$ cat config.mk
export PLATFORM = sky130hd
export DESIGN_NAME = fwd_scoreboard
export DESIGN_NICKNAME = d
export VERILOG_FILES = /design/src/rtl/fwd_scoreboard.sv
export SDC_FILE = /design/constraint.sdc
export NUM_CORES = 1
export LEC_CHECK = 0
export ABC_CLOCK_PERIOD_IN_PS = 1500
export CAP_MARGIN = 40
export CORE_MARGIN = 10
export CORE_UTILIZATION = 43
export CTS_CLUSTER_DIAMETER = 120
export DETAILED_ROUTE_END_ITERATION = 10
export PLACE_DENSITY = 0.77
export SLEW_MARGIN = 20
export SYNTH_ARGS = -nofsm -noshare
export SYNTH_HDL_FRONTEND = slang
export SYNTH_SLANG_ARGS = --single-unit
$ cat constraint.sdc
create_clock -name CLK -period 1.5 [get_ports CLK]
set_input_delay 0.225 -clock CLK [delete_from_list [all_inputs] [get_ports CLK]]
set_output_delay 0.225 -clock CLK [all_outputs]
set_load 0.01 [all_outputs]
$ cat src/rtl/fwd_scoreboard.sv
// fwd_scoreboard: in-flight write tracker for the pipelined core.
// Keeps one {valid, dest, load} record per pipeline stage after decode,
// shifts them with the pipeline, and resolves per-operand forwarding
// selects and load-use stalls for the instruction in decode.
// Optional statistics counters: define FWD_SCOREBOARD_STATS_EN.
module fwd_scoreboard #(
  parameter int unsigned STAGES   = 3,
  parameter int unsigned NSRC     = 2,
  parameter int unsigned LOAD_LAT = 1,
  localparam int unsigned SELW    = $clog2(STAGES + 1)
) (
  input  logic                   CLK,
  input  logic                   RST,
  input  logic                   advance,
  input  logic                   flush,
  input  logic                   issue_valid,
  input  logic                   issue_wen,
  input  logic                   issue_load,
  input  logic [4:0]             issue_dest,
  input  logic [NSRC*5-1:0]      src_sel,
  output logic [NSRC*SELW-1:0]   fwd_sel,
  output logic                   stall,
  output logic [31:0]            busy_mask,
  output logic [3:0]             occupancy
`ifdef FWD_SCOREBOARD_STATS_EN
  ,
  output logic [31:0]            stall_cycles,
  output logic [31:0]            fwd_count
`endif
);

  // Per-stage entry state; index 0 = EX, STAGES-1 = WB.
  logic [STAGES-1:0]       vld_q, vld_d;
  logic [STAGES-1:0][4:0]  dst_q, dst_d;
  logic [STAGES-1:0]       ld_q,  ld_d;

  logic [4:0]      src_c;
  logic [SELW-1:0] sel_c;
  logic            hz_c;
  logic            iss_ok;
  logic            new_vld;

  // Forward select and load-use detection; scanning oldest to youngest
  // lets the youngest matching writer overwrite older ones.
  always_comb begin
    fwd_sel = '0;
    stall   = 1'b0;
    src_c   = '0;
    sel_c   = '0;
    hz_c    = 1'b0;
    for (int unsigned i = 0; i < NSRC; i++) begin
      src_c = src_sel[5*i +: 5];
      sel_c = '0;
      hz_c  = 1'b0;
      for (int unsigned j = 0; j < STAGES; j++) begin
        if (vld_q[STAGES-1-j] && (dst_q[STAGES-1-j] == src_c) && (src_c != 5'd0)) begin
          sel_c = SELW'(STAGES - j);
          hz_c  = ld_q[STAGES-1-j] && ((STAGES - 1 - j) < LOAD_LAT);
        end
      end
      fwd_sel[SELW*i +: SELW] = sel_c;
      stall = stall | hz_c;
    end
  end

  // Issue gating: flush and stall both block entry into stage 0.
  always_comb begin
    iss_ok  = issue_valid & advance & ~stall & ~flush;
    new_vld = iss_ok & issue_wen & (issue_dest != 5'd0);
  end

  // Next-state shift; flush drops whatever sits in stage 0 this cycle.
  always_comb begin
    vld_d = vld_q;
    dst_d = dst_q;
    ld_d  = ld_q;
    if (advance) begin
      for (int unsigned k = 1; k < STAGES; k++) begin
        vld_d[k] = vld_q[k-1];
        dst_d[k] = dst_q[k-1];
        ld_d[k]  = ld_q[k-1];
      end
      if (flush) vld_d[1] = 1'b0;
      vld_d[0] = new_vld;
      dst_d[0] = issue_dest;
      ld_d[0]  = issue_load;
    end else if (flush) begin
      vld_d[0] = 1'b0;
    end
  end

  // Entry registers.
  always_ff @(posedge CLK or posedge RST) begin
    if (RST) begin
      vld_q <= '0;
      dst_q <= '0;
      ld_q  <= '0;
    end else begin
      vld_q <= vld_d;
      dst_q <= dst_d;
      ld_q  <= ld_d;
    end
  end

  // Busy register mask and valid-entry count.
  always_comb begin
    busy_mask = '0;
    occupancy = '0;
    for (int unsigned k = 0; k < STAGES; k++) begin
      if (vld_q[k]) busy_mask[dst_q[k]] = 1'b1;
      occupancy = occupancy + 4'(vld_q[k]);
    end
  end

`ifdef FWD_SCOREBOARD_STATS_EN
  logic [31:0] sc_q, fc_q;
  logic [31:0] nfwd_c;
  logic [32:0] fc_sum_c;

  // Operands forwarded on an accepted issue this cycle.
  always_comb begin
    nfwd_c = '0;
    if (iss_ok) begin
      for (int unsigned i = 0; i < NSRC; i++) begin
        if (fwd_sel[SELW*i +: SELW] != '0) nfwd_c = nfwd_c + 32'd1;
      end
    end
    fc_sum_c = {1'b0, fc_q} + {1'b0, nfwd_c};
  end

  // Saturating statistics counters.
  always_ff @(posedge CLK or posedge RST) begin
    if (RST) begin
      sc_q <= '0;
      fc_q <= '0;
    end else begin
      if (stall && (sc_q != '1)) sc_q <= sc_q + 32'd1;
      fc_q <= fc_sum_c[32] ? '1 : fc_sum_c[31:0];
    end
  end

  assign stall_cycles = sc_q;
  assign fwd_count    = fc_q;
`endif

endmodule

==> run summary, run 1 <==
Netlist cell types: 37
HPWL after detailed placement: 5.998 mm
Post-synthesis sequential area ratio: 23.21%
Synth Instances: 261
Top_reg_cell synth: sky130_fd_sc_hd__dfrtp_1
Last worst endpoint in the global-route repair_timing: fwd_sel[3]
Worst ep type: primary output
Largest area contributor in the synthesized netlist: sky130_fd_sc_hd__dfrtp_1
Largest net degree at the start of global routing: 21
Number of top-level pins: 63
Final GP Congestion: 0.9473
Failing step: 5_1_grt
Status: aborted with a tool error
H-tree depth: 1
Chip Width: 89.02 µm
Post-synthesis average cell area: 7.848 µm²
Share of async-settable or async-resettable flops after synthesis: 100.0%
Netlist area before placement: 0.002048 mm²
Cell types occupying the most area after synthesis: sky130_fd_sc_hd__dfrtp_1 23%, sky130_fd_sc_hd__nand2_1 12%, sky130_fd_sc_hd__a22oi_1 11%
TritonCTS Buffers: 3
Post-Place Setup Slack: -1.027 ns
Initial Util: 43.95%
Yosys top cell area share: 23.21%
Clk sinks: 19
Placed cell count: 418
Clock Path Buffers: 2
Error that ended the run: [ERROR DPL-0033] detailed placement checks failed during check placement.
Flip-flop and latch count after synthesis: 19
Yosys synthesis warning count: 0
Number of antenna violations at the first check in global routing: 3
Root Buffer Master: sky130_fd_sc_hd__clkbuf_8
Height of the die: 89.02 µm
Num rows: 25
IO buf count: 60
Number of synthesized flops with an enable pin: 0
==> kinds of logic after synthesis <==
group	after synthesis	synth area share [%]
other cells	1	0.1831
flops	19	23.21
buf+inv	29	6.230
compound gates	41	15.03
mux	17	9.346
xor+xnor	30	12.83
fa+ha+maj	1	0.9774
simple gates	123	32.19
==> synthesized netlist by cell type (6+ instances only) <==
master / count
sky130_fd_sc_hd__nand2_1: 66
sky130_fd_sc_hd__a22oi_1: 29
sky130_fd_sc_hd__xnor2_1: 24
sky130_fd_sc_hd__dfrtp_1: 19
sky130_fd_sc_hd__mux2_2: 17
sky130_fd_sc_hd__clkbuf_1: 16
sky130_fd_sc_hd__nor3b_1: 10
sky130_fd_sc_hd__and3b_1: 7
sky130_fd_sc_hd__nor3_1: 7
sky130_fd_sc_hd__and3_1: 6
sky130_fd_sc_hd__inv_1: 6
sky130_fd_sc_hd__nand4_1: 6
sky130_fd_sc_hd__nor2_1: 6
sky130_fd_sc_hd__xor2_1: 6
==> what timing repair did <==
action,CTS
cloned,2
endpoints found under the setup margin,40
setup buffers,70
hold buffers,0
gates resized for setup,305
pin swaps,48
==> stage by stage <==
stage	utilization, %	hold WS (ns)	setup TNS, ns	instance area [µm²]
after CTS	88.75	0.3073	-14.38	4136
after floorplan	-	0.1761	-0.3143	2233
after detailed placement	69.61	0.5797	-21.50	3244
after global placement	69.61	0.5166	-20.17	3244
==> run 2: changes to the inputs <==
ABC_CLOCK_PERIOD_IN_PS = 2000   (was 1500)
CORE_UTILIZATION = 40   (was 43)
CTS_CLUSTER_DIAMETER = default   (was 120)
PLACE_DENSITY = default   (was 0.77)
PLACE_DENSITY_LB_ADDON = 0.15   (was default)
clock period = 2 ns   (was 1.5 ns; I/O delays follow)
==> run summary, run 2 <==
Status: finished with violations
Violations in the final reports: setup timing
Top cell family by delay on the critical path: simple AND/OR/NAND/NOR gates
Cell types occupying the most area after synthesis: sky130_fd_sc_hd__dfrtp_1 23%, sky130_fd_sc_hd__nand2_1 12%, sky130_fd_sc_hd__a22oi_1 11%
Final design instance area without fill: 0.003555 mm²
IO buf count: 60 (unchanged)
Critical path cell sequence: buf_6, xnor2_2, nand4_1, or4_4, o21bai_1, buf_2
Most frequent cells in the layout: 73 x sky130_fd_sc_hd__buf_4, 65 x sky130_fd_sc_hd__nand2_1, 21 x sky130_fd_sc_hd__clkbuf_2
Root Buffer Master: sky130_fd_sc_hd__clkbuf_8
Setup repair after global routing missed its margin: yes
Setup_tns: -0.4076 ns
Height of the die: 91.56 µm (+2.9%)
Yosys synthesis warning count: 0 (unchanged)
Net count of the finished layout: 418
Number of top-level pins: 63 (unchanged)
Max-slew violation total from the final report: 0
Global-route wire length before repair: 12.97 mm
Type of the worst setup path: flop to output port
Number of antenna diodes: 0
Top cell types by occurrence after synthesis: 66 x sky130_fd_sc_hd__nand2_1, 29 x sky130_fd_sc_hd__a22oi_1, 24 x sky130_fd_sc_hd__xnor2_1
Slowest cell delay on critical path: 0.46 ns
Fill count: 360
Clk sinks: 19 (unchanged)
Final core occ: 73.32%
Post-synthesis sequential area ratio: 23.21% (unchanged)
Combined buffer and inverter count along the critical path: 2
Count of endpoints failing setup in the final report: 7
Sort of element at the end of the critical path: output port
Setup slack on the worst flop-to-flop path: 0.57 ns
Static Leak: 1.729 nW
Commonest non-fill, non-tap cell in the layout: sky130_fd_sc_hd__buf_4
Chip Width: 91.56 µm (+2.9%)
Area Overhead vs Synth: 73.55%
Time the final worst path needs with I/O delays and setup: 2.141 ns
Synth Instances: 261 (unchanged)
Total Routed Length: 8.714 mm
Number of synthesized flops with an enable pin: 0 (unchanged)
First-pass DRT Iterations: 5
Grt total ovfl: 0
Part of the cycle the worst path needs: 107.0%
Most flops, register: dst_q
TritonCTS clock tree: yes
Remaining antenna violation count after routing: 0
Skew-Pair Late Insertion Delay: 0.26 ns
Worst path setup slack after routing: -0.1407 ns
TritonCTS Buffers: 3 (unchanged)
Netlist cell types: 37 (unchanged)
Maximum clock rate: 0.4671 GHz
Number of antenna violations at the first check in global routing: 0
Via count: 2,576
Clock tree skew after final layout: 0.004931 ns
Initial Util: 42.25% (-1.7 points)
Number of design-rule violations left by the first detailed-router iteration: 359
Crit path required time: 1.70 ns
Largest area contributor in the synthesized netlist: sky130_fd_sc_hd__dfrtp_1
H-tree depth: 1 (unchanged)
Crit path launch type: flop
Dominant cell by count in the synthesized netlist: sky130_fd_sc_hd__nand2_1
Number of flip-flops under the largest register name: 15
Number of violations of the max-capacitance limit: 0
Clock Path Buffers: 2 (unchanged)
Largest net degree at the start of global routing: 21
PwrDens: 463.9 mW/mm²
Area of the die: 0.008382 mm²
Critical-path top delay cell: sky130_fd_sc_hd__or4_4
Num rows: 25 (unchanged)
Final routed DRC violation total: 0
Largest regs: dst_q: 15 flops, vld_q: 3 flops, ld_q: 1 flops
Ratio of cells with drive above 1 in the final layout: 52.79%
Global Route Usage Sum: 18.56%
Yosys top cell area share: 23.21% (unchanged)
Average vias per placed instance: 5.588
Arrival time at the worst endpoint: 1.84 ns
Min-delay worst type: primary input to asynchronous set/reset pin
Core area: 0.004848 mm²
Vias in the first global route: 2,584
Post-synthesis average cell area: 7.848 µm² (unchanged)
DP Area: 0.003089 mm² (-4.8%)
Register clock-pin slew on the reported worst setup and hold paths: 0.07 ns
Share of async-settable or async-resettable flops after synthesis: 100.0% (unchanged)
Detail-routed net length per standard cell: 18.90 µm
Top_reg_cell synth: sky130_fd_sc_hd__dfrtp_1
Netlist area before placement: 0.002048 mm² (unchanged)
Final GP Congestion: 0.9122 (-3.7%)
Worst Path Max Fanout: 2
HPWL after detailed placement: 5.720 mm (-4.6%)
Flip-flop and latch count after synthesis: 19 (unchanged)
Final number of hold-violating endpoints: 0
Worst-case vdd ir drop: 0.3882 mV
==> run 2: final timing paths <==
kind	to	from	cells past startpoint
max in group asynchronous	dst_q[3]	RST	3
worst max register to register	vld_q[0]	dst_q[4]	6
min in group CLK	ld_q[0]	ld_q[0]	1
worst min-delay path	dst_q[12]	RST	3
worst min register to register	ld_q[0]	ld_q[0]	1
worst max-delay path	fwd_sel[2]	dst_q[13]	6
==> run 2: final cells by class <==
| class | count | area (µm²) | area share (%) |
|---|---|---|---|
| clock inverters | 1 | 5.005 | 0.1408 |
| multi-input cells | 214 | 1728 | 48.61 |
| repair buffers | 151 | 1184 | 33.30 |
| flip-flops and latches | 19 | 485.5 | 13.66 |
| well taps | 67 | 83.83 | 2.358 |
| inverters | 6 | 27.53 | 0.7744 |
| clock buffers | 3 | 41.29 | 1.162 |
==> run 2: cell families after synthesis <==
logic type                 after synthesis  share of synthesized area, %
and+or+nand+nor                        123                         32.19
AOI/OAI and AO/OA                       41                         15.03
xor gates and xnor gates                30                         12.83
buffers and inverters                   29                         6.230
DFF                                     19                         23.21
muxes                                   17                         9.346
adders and majority gates                1                        0.9774
other                                    1                        0.1831
==> run 2: repair_timing <==
action / CTS / global route
endpoints found under the setup margin: 39 / 35
buffers inserted: 22 / 12
gates resized for setup: 134 / 85
hold buffers: 0 / 0
pin swaps: 13 / 9
==> run 2: power breakdown <==
| group | switching (mW) | leakage (nW) | internal [mW] |
|---|---|---|---|
| clock network | 0.131 | 0.0255 | 0.139 |
| logic | 0.423 | 1.48 | 0.452 |
| registers | 0.0658 | 0.219 | 0.439 |
==> run 2: layer usage <==
layer  track usage, %  vias up  share of wire [%]
li1                 -     1182                  -
met1            22.10     1219                 37
met2            31.81      150                 50
met3            4.527       25                9.6
met4            5.875        0                2.9
met5                0        -                  0
==> run 2: stage by stage <==
stage	power [mW]	setup WS (ns)	instances	hold slack (ns)
after detailed placement	1.167	-0.6654	427	0.5546
after global routing	1.728	-0.2019	461	0.3909
after global placement	1.153	-0.6294	427	0.5471
final	1.649	-0.1407	461	0.3626
after floorplan	0.8604	0.2586	262	0.2511
after CTS	1.539	-0.1043	453	0.3661
==> run 2: worst min-delay path: cells and delay by family <==
family	cells	cell delay, ns
buffers and inverters	3	0.71
Power figures use the tool's default switching activity.
==> run 3: changes to the inputs <==
ABC_CLOCK_PERIOD_IN_PS = default   (was 2000)
CORE_MARGIN = 2   (was 10)
CORE_UTILIZATION = 48   (was 40)
==> run summary, run 3 (same netlist as run 2, synthesis figures left out) <==
IO buf count: 60 (unchanged)
Root Buffer Master: sky130_fd_sc_hd__clkbuf_8
Via count: 3,120 (+21%)
TritonCTS clock tree: yes
HPWL after detailed placement: 5.050 mm (-12%)
Setup repair after global routing missed its margin: yes
Num rows: 23 (-8.0%)
Fill count: 160 (-56%)
Worst path setup slack after routing: -0.3695 ns (-0.2287 ns)
Vias in the first global route: 2,812 (+8.8%)
TritonCTS Buffers: 3 (unchanged)
Type of the worst setup path: flop to output port
Largest net degree at the start of global routing: 21 (unchanged)
Final number of hold-violating endpoints: 0 (unchanged)
Final routed DRC violation total: 0 (unchanged)
Worst-case vdd ir drop: 0.5964 mV (+54%)
Most frequent cells in the layout: 85 x sky130_fd_sc_hd__buf_4, 66 x sky130_fd_sc_hd__nand2_1, 21 x sky130_fd_sc_hd__buf_2
First-pass DRT Iterations: 6 (+1)
Clock Path Buffers: 2 (unchanged)
Crit path required time: 1.70 ns (about the same)
Count of endpoints failing setup in the final report: 31 (+24)
H-tree depth: 1 (unchanged)
Register clock-pin slew on the reported worst setup and hold paths: 0.09 ns (+0.02 ns)
Height of the die: 69.33 µm (-24%)
Sort of element at the end of the critical path: output port
Remaining antenna violation count after routing: 0 (unchanged)
Grt total ovfl: 0 (unchanged)
Chip Width: 69.33 µm (-24%)
Number of top-level pins: 63 (unchanged)
Average vias per placed instance: 6.827 (+22%)
Status: finished with violations
Crit path launch type: flop
Largest regs: dst_q: 15 flops, vld_q: 3 flops, ld_q: 1 flops
Core area: 0.004058 mm² (-16%)
Time the final worst path needs with I/O delays and setup: 2.369 ns (+0.2287 ns)
Static Leak: 1.820 nW (+5.3%)
Clock tree skew after final layout: 0.02146 ns (+0.01653 ns)
Final core occ: 90.19% (+17 points)
Arrival time at the worst endpoint: 2.07 ns (+0.23 ns)
Worst Path Max Fanout: 3 (+1)
Maximum clock rate: 0.4220 GHz (-9.7%)
Number of antenna diodes: 0 (unchanged)
Most flops, register: dst_q
Area Overhead vs Synth: 78.68%
Min-delay worst type: primary input to asynchronous set/reset pin
Number of flip-flops under the largest register name: 15 (unchanged)
Global Route Usage Sum: 36.97% (+18 points)
Commonest non-fill, non-tap cell in the layout: sky130_fd_sc_hd__buf_4
Max-slew violation total from the final report: 0 (unchanged)
Ratio of cells with drive above 1 in the final layout: 54.55% (+1.8 points)
Global-route wire length before repair: 14.23 mm (+9.8%)
Skew-Pair Late Insertion Delay: 0.27 ns (about the same)
Hold_buf cts: 0 (unchanged)
DP Area: 0.003030 mm² (-1.9%)
Final design instance area without fill: 0.003660 mm² (+3.0%)
Net count of the finished layout: 431 (+3.1%)
Overall Power: 1.817 mW (+10%)
Worst max-slew margin expressed relative to the limit: 47.67%
Violations in the final reports: setup timing
Area of the die: 0.004806 mm² (-43%)
PwrDens: 496.6 mW/mm² (+7.0%)
Detail-routed net length per standard cell: 25.37 µm (+34%)
Part of the cycle the worst path needs: 118.5% (+11 points)
Transition at the pin with the smallest max-transition slack: 0.7840 ns
Number of antenna violations at the first check in global routing: 0 (unchanged)
Initial Util: 50.48% (+8.2 points)
Final GP Congestion: 0.8918 (-2.2%)
Clk sinks: 19 (unchanged)
Total Routed Length: 11.59 mm (+33%)
Number of design-rule violations left by the first detailed-router iteration: 506 (+41%)
Number of violations of the max-capacitance limit: 0 (unchanged)
## run 3: cell count changes in the layout (fill, tap and decap cells not counted), moves of 6 or more
cell,before,now
sky130_fd_sc_hd__a22oi_1,20,14
sky130_fd_sc_hd__a22oi_2,9,15
sky130_fd_sc_hd__buf_2,10,21
sky130_fd_sc_hd__buf_4,73,85
sky130_fd_sc_hd__clkbuf_2,21,12
sky130_fd_sc_hd__nor3b_2,7,1
## run 3: path summary, 6_finish.rpt
check / to / slack, ns / depth (start not counted) / start
setup / recovery: fwd_sel[2] / -0.37 / 7 / dst_q[0]
hold / removal: dst_q[5] / 0.50 / 2 / RST
setup reg to reg: vld_q[0] / 0.42 / 5 / dst_q[0]
hold reg to reg: ld_q[0] / 0.59 / 1 / ld_q[0]
max in group asynchronous: dst_q[11] / 0.97 / 2 / RST
min in group CLK: ld_q[0] / 0.59 / 1 / ld_q[0]
## run 3: metal layers
metal  track usage (%)  up-vias  share of wire [%]
met5                 0        -                  0
met4             18.52        0                9.2
met3             6.395      132                 13
met2             61.32      358                 43
met1             46.06     1411                 35
li1                  -     1219                  -
## run 3: final cells by class
cell class	instances	area, µm²	share of cell area [%]
clock buffer	4	45.04	1.231
tap	50	62.56	1.709
sequential	19	479.2	13.09
multi-input combinational	214	1763	48.17
timing repair buffer	164	1282	35.04
inverter	6	27.53	0.7521
## run 3: per-stage QoR
step | hold slack (ns) | setup TNS (ns) | worst slack [ns] | cells
after floorplan | 0.2511 | 0 | 0.2586 | 262
after global placement | 0.5167 | -4.127 | -0.6268 | 405
after detailed placement | 0.5232 | -4.408 | -0.6362 | 405
after CTS | 0.5031 | -0.5265 | -0.1257 | 443
after global routing | 0.5594 | -5.775 | -0.4222 | 457
final | 0.4953 | -4.184 | -0.3695 | 457
## run 3: what timing repair did
action / 4_1_cts / 5_1_grt
pin swaps: 14 / 40
resized for setup: 141 / 94
cloned: 1 / 0
setup buffers: 34 / 19
endpoints found under the setup margin: 39 / 36
## run 3: report_power, final
group	total, mW	leakage, nW	switching [mW]	internal (mW)
Combinational	1.04	1.57	0.540	0.498
Sequential	0.494	0.224	0.0581	0.436
Clock	0.285	0.0228	0.143	0.142
## run 3: critical path, stage by stage (launching register included)
cell	delay, ns
sky130_fd_sc_hd__dfrtp_1	0.41
sky130_fd_sc_hd__buf_4	0.18
sky130_fd_sc_hd__xnor2_2	0.19
sky130_fd_sc_hd__nand4_1	0.19
sky130_fd_sc_hd__nor4_4	0.39
sky130_fd_sc_hd__buf_4	0.19
sky130_fd_sc_hd__o21bai_1	0.12
sky130_fd_sc_hd__buf_2	0.16
==> run 4: changes to the inputs <==
CORE_MARGIN = default   (was 2)
==> run summary, run 4 (same netlist as run 2, synthesis figures left out) <==
Setup_tns: -1.362 ns (+2.822 ns)
Worst-case vdd ir drop: 0.7074 mV (+19%)
First-pass DRT Iterations: 6 (unchanged)
P_int: 1.078 mW (+0.13%)
Commonest non-fill, non-tap cell in the layout: sky130_fd_sc_hd__buf_4
Average vias per placed instance: 6.781 (-0.67%)
CP Launch Point: dst_q[2]
PwrDens: 489.1 mW/mm² (-1.5%)
HPWL after detailed placement: 5.080 mm (+0.60%)
Comb pwr share: 57.5% (+0.4 points)
Most common cell on crit path: sky130_fd_sc_hd__buf_6
Sort of element at the end of the critical path: output port
Register clock-pin slew on the reported worst setup and hold paths: 0.09 ns (about the same)
Status: finished with violations
Ratio of cells with drive above 1 in the final layout: 55.09% (+0.54 points)
Share of total power consumed by net switching: 40.53% (-0.23 points)
Max-slew violation total from the final report: 0 (unchanged)
Most frequent cells in the layout: 73 x sky130_fd_sc_hd__buf_4, 66 x sky130_fd_sc_hd__nand2_1, 28 x sky130_fd_sc_hd__buf_6
Number of antenna diodes: 0 (unchanged)
Global Route Usage Sum: 39.67% (+2.7 points)
Number of design-rule violations left by the first detailed-router iteration: 867 (+71%)
Critical-path top delay cell: sky130_fd_sc_hd__dfrtp_2
Worst path setup slack after routing: -0.2373 ns (+0.1322 ns)
Part of the cycle the worst path needs: 111.9% (-6.6 points)
WHS: 0.5027 ns (+0.007459 ns)
Via count: 3,072 (-1.5%)
Crit path required time: 1.70 ns (about the same)
Setup repair after global routing missed its margin: yes
Time the final worst path needs with I/O delays and setup: 2.237 ns (-0.1322 ns)
Top cell family by delay on the critical path: simple AND/OR/NAND/NOR gates
Vias in the first global route: 2,549 (-9.4%)
TritonCTS clock tree: yes
Critical path cell sequence: buf_6, xnor2_2, nand4_1, nor4_4, buf_4, o21a_1, buf_6
TritonCTS Buffers: 3 (unchanged)
Clock Path Buffers: 2 (unchanged)
Slowest cell delay on critical path: 0.42 ns (about the same)
Total Routed Length: 11.05 mm (-4.7%)
Number of violations of the max-capacitance limit: 0 (unchanged)
Most flops, register: dst_q
Num rows: 23 (unchanged)
Worst max-slew margin expressed relative to the limit: 48.46% (+0.78 points)
Static Leak: 1.797 nW (-1.3%)
Largest net degree at the start of global routing: 21 (unchanged)
Hold_buf cts: 0 (unchanged)
Net switching power of the design: 0.7346 mW (-0.82%)
Worst Path Max Fanout: 3 (unchanged)
Final routed DRC violation total: 0 (unchanged)
Largest regs: dst_q: 15 flops, vld_q: 3 flops, ld_q: 1 flops
Area Overhead vs Synth: 80.94%
Part of the power in registers: 26.8% (-0.4 points)
Combined buffer and inverter count along the critical path: 3 (unchanged)
Count of endpoints failing setup in the final report: 21 (-32%)
Height of the die: 67.33 µm (-2.9%)
Maximum clock rate: 0.4470 GHz (+5.9%)
Detail-routed net length per standard cell: 24.40 µm (-3.8%)
Final number of hold-violating endpoints: 0 (unchanged)
Clk sinks: 19 (unchanged)
Number of flip-flops under the largest register name: 15 (unchanged)
Global-route wire length before repair: 13.10 mm (-8.0%)
Violations in the final reports: setup timing
Critical R2R Launch: dst_q[2]
Core area: 0.004058 mm² (unchanged)
Grt total ovfl: 0 (unchanged)
Remaining antenna violation count after routing: 0 (unchanged)
Number of antenna violations at the first check in global routing: 0 (unchanged)
Chip Width: 67.33 µm (-2.9%)
Overall Power: 1.813 mW (-0.26%)
IO buf count: 60 (unchanged)
Net count of the finished layout: 427 (-0.93%)
Number of top-level pins: 63 (unchanged)
Min-delay worst type: primary input to asynchronous set/reset pin
Crit path launch type: flop
Type of the worst setup path: flop to output port
Clock tree skew after final layout: 0.01725 ns (-0.004210 ns)
Initial Util: 50.48% (unchanged)
Arrival time at the worst endpoint: 1.94 ns (-0.13 ns)
Transition at the pin with the smallest max-transition slack: 0.7723 ns (-0.01173 ns)
Clock share of power: 15.7% (about the same)
Root Buffer Master: sky130_fd_sc_hd__clkbuf_8
H-tree depth: 1 (unchanged)
Skew-Pair Late Insertion Delay: 0.27 ns (about the same)
Area of the die: 0.004533 mm² (-5.7%)
Final GP Congestion: 0.8812 (-1.2%)
-- run 4: per-layer routing --
metal / track usage [%] / vias to the layer above / wire length, µm
met5: 0 / - / 52
met4: 22.07 / 2 / 872
met2: 63.88 / 328 / 4900
met3: 8.108 / 133 / 1419
li1: - / 1206 / -
met1: 49.17 / 1403 / 3806
-- run 4: worst paths after layout --
kind | to | slack, ns | depth (start not counted)
worst max register to register | vld_q[0] | 0.30 | 7
worst min register to register | ld_q[0] | 0.62 | 1
min in group CLK | ld_q[0] | 0.62 | 1
max in group asynchronous | dst_q[4] | 0.95 | 2
worst max-delay path | stall | -0.24 | 7
worst min-delay path | dst_q[0] | 0.50 | 2
-- run 4: through the flow --
step                instance area, µm²  util (%)  setup slack (ns)  std cells
floorplan                         2052         -            0.2586        262
global placement                  3053     75.24           -0.6342        408
detailed placement                3053     75.24           -0.6945        408
CTS                               3428     84.49           -0.1113        441
global route                      3706     91.34           -0.3924        453
finish                            3706     91.34           -0.2373        453
-- run 4: what timing repair did --
item / CTS / global route
gates resized for setup: 144 / 94
buffers inserted: 29 / 15
endpoints found under the setup margin: 39 / 37
pin swaps: 15 / 19
-- run 4: area by class of cell --
| type | instances | area [µm²] |
|---|---|---|
| Clock buffer | 3 | 41.29 |
| Clock inverter | 1 | 5.005 |
| Fill cell | 151 | 351.6 |
| Inverter | 6 | 27.53 |
| Multi-Input combinational cell | 214 | 1779 |
| Sequential cell | 19 | 480.5 |
| Tap cell | 50 | 62.56 |
| Timing Repair Buffer | 160 | 1310 |
-- run 4: power groups by stage --
stage	sequential [mW]	clock [mW]	combinational, mW
2_1_floorplan	0.471	0	0.390
4_1_cts	0.474	0.274	0.829
3_5_place_dp	0.516	0	0.649
6_report	0.486	0.285	1.04
5_1_grt	0.488	0.304	1.08
3_3_place_gp	0.513	0	0.631
